File: config.mk
export PLATFORM = sky130hd
export DESIGN_NAME = control_sequencer
export DESIGN_NICKNAME = d
export VERILOG_FILES = /design/src/rtl/control_sequencer_pkg.sv /design/src/rtl/control_sequencer_reg_decoder.sv /design/src/rtl/control_sequencer.sv
export SDC_FILE = /design/constraint.sdc
export NUM_CORES = 1
export LEC_CHECK = 0
export BUFFER_PORTS_ARGS = -buffer_cell sky130_fd_sc_hd__clkbuf_2
export CORE_UTILIZATION = 28
export CTS_CLUSTER_DIAMETER = 150
export DETAILED_ROUTE_END_ITERATION = 16
export GPL_ROUTABILITY_DRIVEN = 0
export MAX_ROUTING_LAYER = met4
export REMOVE_ABC_BUFFERS = 1
export SYNTH_ARGS = -nofsm -noshare
export SYNTH_HDL_FRONTEND = slang
export SYNTH_SLANG_ARGS = --single-unit
export TNS_END_PERCENT = 10
File: constraint.sdc
create_clock -name clock -period 3.4 [get_ports clock]
set_input_delay 1.02 -clock clock [delete_from_list [all_inputs] [get_ports clock]]
set_output_delay 1.02 -clock clock [all_outputs]
set_load 0.05 [all_outputs]
File: src/rtl/control_sequencer_pkg.sv
// rtl/control_sequencer_pkg.sv - shared field positions, opcodes and state types for the control sequencer
//
// Purpose: one place for the instruction-word layout, the opcode values the
// sequencer recognises, the FSM state type and the opcode classifier, so the
// top level and any future decode logic agree on the encoding.
// Ports: none (package).
package control_sequencer_pkg;

  // Instruction word layout: op[31:27] ra[26:23] rb[22:19] rc[18:15].
  // The LDI immediate occupies [18:0] and therefore overlaps rc.
  localparam int INSTR_W = 32;
  localparam int OP_HI   = 31;
  localparam int OP_LO   = 27;
  localparam int RA_HI   = 26;
  localparam int RA_LO   = 23;
  localparam int RB_HI   = 22;
  localparam int RB_LO   = 19;
  localparam int RC_HI   = 18;
  localparam int RC_LO   = 15;
  localparam int IMM_W   = 19;
  localparam int IDX_W   = 4;

  // Opcodes 0x00-0x0F are ALU operations; the low four bits select the op.
  localparam logic [4:0] OP_LDI  = 5'h10;
  localparam logic [4:0] OP_NOP  = 5'h1E;
  localparam logic [4:0] OP_HALT = 5'h1F;

  typedef enum logic [2:0] {
    ST_IDLE,
    ST_FETCH,
    ST_DECODE,
    ST_EXEC,
    ST_WRITE,
    ST_HALTED
  } state_t;

  typedef enum logic [2:0] {
    CLS_ALU,
    CLS_LDI,
    CLS_NOP,
    CLS_HALT,
    CLS_ILLEGAL
  } op_class_t;

  // Map a 5-bit opcode onto the behaviour class the FSM cares about.
  function automatic op_class_t classify(input logic [4:0] op);
    op_class_t cls;
    cls = CLS_ILLEGAL;
    if (op[4] == 1'b0) begin
      cls = CLS_ALU;
    end else if (op == OP_LDI) begin
      cls = CLS_LDI;
    end else if (op == OP_NOP) begin
      cls = CLS_NOP;
    end else if (op == OP_HALT) begin
      cls = CLS_HALT;
    end
    return cls;
  endfunction

endpackage

File: src/rtl/control_sequencer_reg_decoder.sv
// rtl/control_sequencer_reg_decoder.sv - index-to-one-hot register write strobe decoder
//
// Purpose: turns a register index into the one-hot write strobe consumed by the
// datapath. With enable low the output is all zeros, so the strobe can never be
// multi-hot and is inactive whenever the sequencer is not writing.
// Ports:
//   index   in   IDX_W   destination register index
//   enable  in   1       write this cycle
//   onehot  out  NREG    one-hot write strobe (zero when disabled or index out of range)
module reg_decoder #(
  parameter int NREG  = 16,
  parameter int IDX_W = 4
) (
  input  logic [IDX_W-1:0] index,
  input  logic             enable,
  output logic [NREG-1:0]  onehot
);

  always_comb begin
    onehot = '0;
    // Indices beyond NREG are dropped rather than aliased onto a real register.
    if (enable && (int'(index) < NREG)) begin
      onehot[index] = 1'b1;
    end
  end

endmodule

File: src/rtl/control_sequencer.sv
// rtl/control_sequencer.sv - fetch/decode/execute/write controller driving the datapath selects
//
// Purpose: fetches 32-bit instructions over a valid/ready handshake, decodes
// them and sequences the datapath: ALU op and source selects, one-hot
// destination strobe, sign-extended immediate. Keeps a program counter and a
// retired-instruction counter. Each instruction takes FETCH, DECODE, EXEC and
// WRITE (4 cycles with instr_valid held high); HALT parks in HALTED until clear.
// Ports:
//   clock            in   1       system clock, rising edge
//   clear            in   1       asynchronous active-low reset
//   run              in   1       start fetching (sampled only in IDLE)
//   instr            in   32      instruction word
//   instr_valid      in   1       instr is valid
//   instr_ready      out  1       instruction accepted this cycle (FETCH)
//   pc               out  PC_W    instruction address
//   register_select  out  NREG    one-hot destination write strobe (WRITE only)
//   register_set     out  DATA_W  sign-extended LDI immediate
//   imm_write        out  1       datapath writes register_set rather than ALU result
//   op_select        out  4       ALU operation
//   rb_sel, rc_sel   out  4       ALU source register indices
//   illegal          out  1       one-cycle pulse for an undefined opcode
//   busy             out  1       not IDLE and not HALTED
//   halted           out  1       HALT executed, sticky until clear
//   retired          out  PC_W    retired-instruction count
module control_sequencer
  import control_sequencer_pkg::*;
#(
  parameter int DATA_W = 32,
  parameter int NREG   = 16,
  parameter int PC_W   = 16
) (
  input  logic              clock,
  input  logic              clear,
  input  logic              run,
  input  logic [31:0]       instr,
  input  logic              instr_valid,
  output logic              instr_ready,
  output logic [PC_W-1:0]   pc,
  output logic [NREG-1:0]   register_select,
  output logic [DATA_W-1:0] register_set,
  output logic              imm_write,
  output logic [3:0]        op_select,
  output logic [3:0]        rb_sel,
  output logic [3:0]        rc_sel,
  output logic              illegal,
  output logic              busy,
  output logic              halted,
  output logic [PC_W-1:0]   retired
);

  state_t             state;
  state_t             state_next;
  logic [INSTR_W-1:0] ir;
  logic               write_en;

  // Fields of the latched instruction.
  logic [4:0]         ir_op;
  logic [IDX_W-1:0]   ir_ra;
  logic [IDX_W-1:0]   ir_rb;
  logic [IDX_W-1:0]   ir_rc;
  logic [DATA_W-1:0]  ir_imm;
  op_class_t          ir_class;

  assign ir_op    = ir[OP_HI:OP_LO];
  assign ir_ra    = ir[RA_HI:RA_LO];
  assign ir_rb    = ir[RB_HI:RB_LO];
  assign ir_rc    = ir[RC_HI:RC_LO];
  assign ir_imm   = {{(DATA_W-IMM_W){ir[IMM_W-1]}}, ir[IMM_W-1:0]};
  assign ir_class = classify(ir_op);

  // State, instruction register and counters. Counters advance only on the
  // WRITE cycle, so a clear that lands mid-instruction never retires it and
  // HALT (which skips WRITE) never counts.
  always_ff @(posedge clock or negedge clear) begin
    if (!clear) begin
      state   <= ST_IDLE;
      ir      <= '0;
      pc      <= '0;
      retired <= '0;
    end else begin
      state <= state_next;
      if (state == ST_FETCH && instr_valid) begin
        ir <= instr;
      end
      if (state == ST_WRITE) begin
        pc      <= pc + PC_W'(1);
        retired <= retired + PC_W'(1);
      end
    end
  end

  // Next state and datapath controls. Everything defaults to zero so that any
  // output not explicitly driven in a state is inactive there.
  always_comb begin
    state_next   = state;
    instr_ready  = 1'b0;
    busy         = 1'b0;
    halted       = 1'b0;
    op_select    = '0;
    rb_sel       = '0;
    rc_sel       = '0;
    illegal      = 1'b0;
    imm_write    = 1'b0;
    register_set = '0;
    write_en     = 1'b0;

    case (state)
      ST_IDLE: begin
        if (run) begin
          state_next = ST_FETCH;
        end
      end

      ST_FETCH: begin
        busy        = 1'b1;
        instr_ready = 1'b1;
        if (instr_valid) begin
          state_next = ST_DECODE;
        end
      end

      ST_DECODE: begin
        busy = 1'b1;
        if (ir_class == CLS_HALT) begin
          state_next = ST_HALTED;
        end else begin
          state_next = ST_EXEC;
        end
      end

      ST_EXEC: begin
        busy = 1'b1;
        if (ir_class == CLS_ALU) begin
          op_select = ir_op[3:0];
          rb_sel    = ir_rb;
          rc_sel    = ir_rc;
        end
        if (ir_class == CLS_ILLEGAL) begin
          illegal = 1'b1;
        end
        state_next = ST_WRITE;
      end

      ST_WRITE: begin
        busy = 1'b1;
        // ALU selects stay stable through WRITE so the datapath result is
        // still valid when the destination strobe fires.
        if (ir_class == CLS_ALU) begin
          op_select = ir_op[3:0];
          rb_sel    = ir_rb;
          rc_sel    = ir_rc;
          write_en  = 1'b1;
        end
        if (ir_class == CLS_LDI) begin
          imm_write    = 1'b1;
          register_set = ir_imm;
          write_en     = 1'b1;
        end
        state_next = ST_FETCH;
      end

      ST_HALTED: begin
        halted = 1'b1;
      end

      default: begin
        state_next = ST_IDLE;
      end
    endcase
  end

  reg_decoder #(
    .NREG  (NREG),
    .IDX_W (IDX_W)
  ) u_reg_decoder (
    .index  (ir_ra),
    .enable (write_en),
    .onehot (register_select)
  );

endmodule

# Word-level counts from Yosys, hierarchy flattened
# Cells that the tools add are included.
# W data, S select, Z words.
op_classes:
  add_sub_neg: 2
  multipliers: 0
  n_div: 0
  magnitude_cmp: 2
  n_eq_ne: 13
  n_shift: 0
  n_mux: 29
  n_bitwise: 1
  reduce_logical: 7
op_table:
  columns: ["cell", "n"]
  rows:
  - ["$mux W32", 2]
  - ["$add A16 B1 Y16 const B", 2]
  - ["$mux W4", 6]
  - ["$mux W3", 7]
  - ["$pmux W3 S6", 1]
  - ["$mux W16", 1]
  - ["$eq A5 B5 Y1 const B", 3]
  - ["$mux W1", 11]
  - ["$eq A3 B2 Y1 const B", 3]
  - ["$eq A3 B3 Y1 const B", 3]
  - ["$eq A3 B1 Y1 const B", 2]
  - ["$logic_not A3 Y1", 2]
  - ["$lt A4 B5 Y1 const B", 1]
  - ["$demux W1 S4", 1]
  - ["$ge A4 B1 Y1 const B", 1]
  - ["$ne A2 B2 Y1 const B", 2]
  - ["$reduce_or A4 Y1", 1]
  - ["$reduce_and A3 Y1", 1]
  - ["$logic_and A1 B1 Y1", 2]
  - ["$reduce_or A2 Y1", 1]
  - ["$not A1 Y1", 1]
totals:
  register_bits: 67
  latch_bits: 0
  ram_bits: 0
  rom_bits: 0
  input_bits: 36
  output_inout_bits: 97
  elab_cells: 58
  memories: 0

# Logic depth before layout (Yosys ltp)
logic_depth:
  depth_word: 10
  depth_mapped: 6
  depth_no_buf: 5

# By module
# Synthesis repeated with hierarchy kept, for this count alone.
unflattened:
  cells_unflattened: 294
  hier_area_um2: 3229.3
by_module_without_submodules:
  columns: ["module", "n_inst", "cells_each", "area_each_um2"]
  rows:
  - ["control_sequencer", 1, 271, 3111.7]
  - ["reg_decoder", 1, 23, 117.6]

# Worst setup path before layout
# No wires, ideal clock.
synth_path:
  path_kind: "register to output"
  startpoint: "reg state[0]"
  endpoint: "out register_select[1]"
  t_arrival_ps: 2326
  required_time_ps: 2380
  setup_slack_ps: 54
  stages_incl_launch_ff: 6
  path_buffers: 1
  cell_sequence: "dfrtp_1 buf_4 nor3b_2 and2_1 nand3b_1 nor3_1"
synth_via:
  elab_chain_cells: 3
synth_rtl:
  columns: ["item", "line_no", "source"]
  rows:
  - ["start: declaration", "control_sequencer.sv:51", "state_t state;"]
  - ["start signal: assignment", "control_sequencer.sv:81", "state <= state_next;"]
  - ["$eq A3 B3 Y1", "control_sequencer.sv:107", "case (state)"]
  - ["$mux W1", "control_sequencer.sv:107", null]
  - ["$mux W16", "control_sequencer_reg_decoder.sv:22", "if (enable && (int'(index) < NREG)) begin"]
  - ["end: declaration", "control_sequencer.sv:39", "output logic [NREG-1:0] register_select,"]
# Every way passes these cells.

# Worst setup path in the final report
layout_path:
  startpoint: "reg ir[27]"
  endpoint: "out register_select[3]"
layout_via:
  elab_chain_cells: 10
  elab_cells_between_ends: 13
  classes_between: "eq/ne: 4; mux: 8; reduce/logical: 1"
layout_rtl:
  columns: ["item", "line_no", "source"]
  rows:
  - ["start: declaration", "control_sequencer.sv:53", "logic [INSTR_W-1:0] ir;"]
  - ["start signal: assignment", "control_sequencer.sv:83", "ir <= instr;"]
  - ["$eq A5 B5 Y1", "control_sequencer_pkg.sv:55", "end else if (op == OP_HALT) begin"]
  - ["$mux W3", "control_sequencer_pkg.sv:55", null]
  - ["$mux W3", "control_sequencer_pkg.sv:53", "end else if (op == OP_NOP) begin"]
  - ["$mux W3 (*)", "control_sequencer_pkg.sv:51", "end else if (op == OP_LDI) begin"]
  - ["$mux W3 (*)", "control_sequencer_pkg.sv:49", "if (op[4] == 1'b0) begin"]
  - ["$logic_not A3 Y1", "control_sequencer.sv:148", "if (ir_class == CLS_ALU) begin"]
  - ["$mux W1", "control_sequencer.sv:148", null]
  - ["$mux W1 (*)", "control_sequencer.sv:154", "if (ir_class == CLS_LDI) begin"]
  - ["$mux W1 (*)", "control_sequencer.sv:107", null]
  - ["$mux W16 (*)", "control_sequencer_reg_decoder.sv:22", null]
# Every way passes the cells marked *; elsewhere a longest branch is shown, timed or not.

==> run_results.csv <==
group,metric,value,unit
global_route,global_route.overflow_total,0,
setup_path,cp-end-kind,"output pin",
clock_network,clock_sinks,67,
setup_path,timing.critical_path.cells,"o41ai_1, and2_1, nand3_1, nor3_1, clkbuf_2",
finish,drive_gt1_frac,0.452,
synth,synth-main-ff-cell,"dfrtp_1",
clock_network,worst_skew_pair.late_latency,320,ps
routing,postRouteAntennaNets,0,
sta,timing.final.hold_violations,0,
synth,post_synth_mux_area_share,0.111,
placement,dp.final_hpwl,5.32,mm
setup_path,cp_top_family,"simple AND/OR/NAND/NOR gates",
die,die_span_x,110,microns
finish,finalCoreUtilization,0.379,
clock_network,number_of_h_tree_branching_levels,3,
clock_network,cts_hold_repair.buffers,0,
setup_path,crit_path_max_incr_delay,480,ps
clock_network,cts_tree,"yes",
worst_hold_path,hold_path.class,"reg -> reg",
synth,synth-seq-cells,67,
routing,finalWirelength,7.16,mm
sta,achievable-frequency,316,MHz
power_and_ir_drop,power_leakage,2.18,nW
finish,cell_count_final_fillers_out,566,
clock_network,clock-root-buffer,"clkbuf_16",
synth,synth_area,0.00326,sq mm
sta,fin_worst_skew,7.23,ps
synth,synth_simple_gate_area_frac,0.218,
die,core_area,0.0114,sq mm
status,status,"finished clean",
global_route,grt_start_max_net_pins,37,
die,pin_count,133,
global_route,grt-busiest-layer,"met2",
die,initial_core_utilization,0.286,
sta,hold_slack,463,ps
setup_path,reg2regPathDepth,5,
global_route,grt_use_met2,0.201,
routing,vias_per_cell,4.53,
worst_hold_path,hold_depth,1,
synth,synth.avg_cell_area,11.1,sq um
synth,yosys.area_share.adder,0.00768,
finish,synthToLayoutAreaGrowth,32.3,%
sta,final-max-slew-violation-count,0,
die,dieArea,0.0121,sq mm
setup_path,arrival,2140,ps
routing,drt_first_pass_iters,4,
setup_path,worstSetupPathDepth,5,
finish,final_common_cell,"clkbuf_2",
synth,synthXorXnorAreaFrac,0.0834,
global_route,first_global_vias,2405,
clock_network,clockBufferDepth,2,
synth,yosys_warnings,0,
die,fp-row-count,39,
global_route,grt_use_met1,0.156,
clock_network,cts-resized-gates,0,
synth,largest_family_of_logic_cells_by_synthesized_area,"simple AND/OR/NAND/NOR gates",
sta,post-route-period-util,0.929,
clock_network,numCtsBuffers,9,
placement,dp_cells,551,
sta,tightestPinTransition,779,ps
setup_path,timing.setup.critical_path_class,"reg -> out",
setup_path,worst-path-max-fanout,5,
sta,grt_setup_unrepaired,"no",
sta,period_minus_slack,3160,ps
routing,drt-wirelength-per-cell,12.7,microns
placement,io_buffers,132,
finish,fill_cells,1133,
clock_network,post-cts-setup-buffers,0,
global_route,globalRouteMet3Util,0.0427,
global_route,gr-usage-all-layers,0.128,
sta,slew_headroom,0.481,
job,max_cap_viol_count,0,
synth,asyncSetResetFlopFracSynth,1.00,
routing,detailroute.via_count,2562,
sta,setup-violations-final,0,
finish,final_nets,457,
power_and_ir_drop,p_per_area,750,mW/mm^2
finish,most-common-layout-cells,"clkbuf_2 (129), dfrtp_1 (67), and2_1 (33)",
synth,synth_compound_gate_area_share,0.0138,
clock_network,clkSlewWorstSetupHoldPaths,50,ps
setup_path,critPathLaunchType,"register",
finish,n_antenna_cell,0,
synth,gate_count_post_synth,293,
power_and_ir_drop,vdd_ir_drop_max,0.481,mV
die,dieHeight,110,microns
routing,drc_violation_count_after_routing,0,
setup_path,crit_buf_inv,1,
global_route,first_pass_grt_wire_length,11.5,mm
setup_path,required_time_of_the_critical_path,2380,ps
synth,synth-edff-count,0,
synth,synth_seq_area_share,0.515,
routing,detailedRoute.firstIterationViolations,87,
setup_path,cp_slowest_cell,"o41ai_1",
global_route,grt_antenna_before_repair,0,
synth,synthDistinctLibCells,32,
## logic make-up after synthesis
logic type      Yosys count
simple gates            127
flops                    67
mux                      32
xor+xnor                 31
buf+inv                  27
compound gates            7
fa+ha+maj                 2
## synthesized netlist by cell type, types with 2 or more instances
master	instances	area (sq um)
nor2_1	23	86.3
clkbuf_1	4	15.0
and2_1	33	206
nand3_1	8	40.0
nand2b_1	3	18.8
and3_1	3	18.8
buf_2	5	25.0
nand4_1	7	43.8
inv_1	3	11.3
a21oi_1	4	20.0
nor3_1	12	60.1
and4_1	4	35.0
buf_4	14	105
dfrtp_1	67	1680
nor4_1	2	12.5
xnor2_1	18	158
xor2_1	13	114
nand2_1	22	82.6
mux2_2	32	360
ha_1	2	25.0
nand3b_1	3	22.5
## metrics by stage
stage	setup WS, ps	power [W]	setup TNS [ps]	instance area, sq um
floorplan	-4030	0.00211	-70800	3100
detailed placement	520	0.00243	0	4040
global placement	518	0.00240	0	4040
CTS	150	0.00329	0	4310
global route	12.6	0.00344	0	4310
finish	240	0.00323	0	4310
## power by group
part / switching [W] / internal [W]
registers: 0.000255 / 0.00105
logic: 0.000664 / 0.000427
clock network: 0.000327 / 0.000504
## state kept, by name, summed over array words and instances, names as in the netlist
register  cells
ir           32
pc           16
retired      16
state         3
## final cells by class
cell class	instances	area [sq um]	area share
Inverter	3	11.3	0.00261
Clock buffer	10	239	0.0555
Multi-Input combinational cell	199	1420	0.329
Timing Repair Buffer	139	756	0.175
Tap cell	143	179	0.0415
Sequential cell	67	1680	0.389
Clock inverter	5	30.0	0.00697
## metal layers
layer	wire length, microns	vias to the layer above
li1	-	1226
met1	3190	1236
met2	3440	95
met3	456	5
met4	73	0
met5	0	-
## final timing paths
| kind | start | to | slack (ps) |
|---|---|---|---|
| worst min-delay path | pc[15] | pc[15] | 460 |
| worst min register to register | pc[15] | pc[15] | 460 |
| worst max register to register | state[2] | retired[13] | 1430 |
| max in group asynchronous | clear | ir[7] | 1970 |
| min in group asynchronous | clear | retired[12] | 780 |
| worst max-delay path | ir[27] | register_select[3] | 240 |
Note: power is estimated with default switching activity, not from simulation.
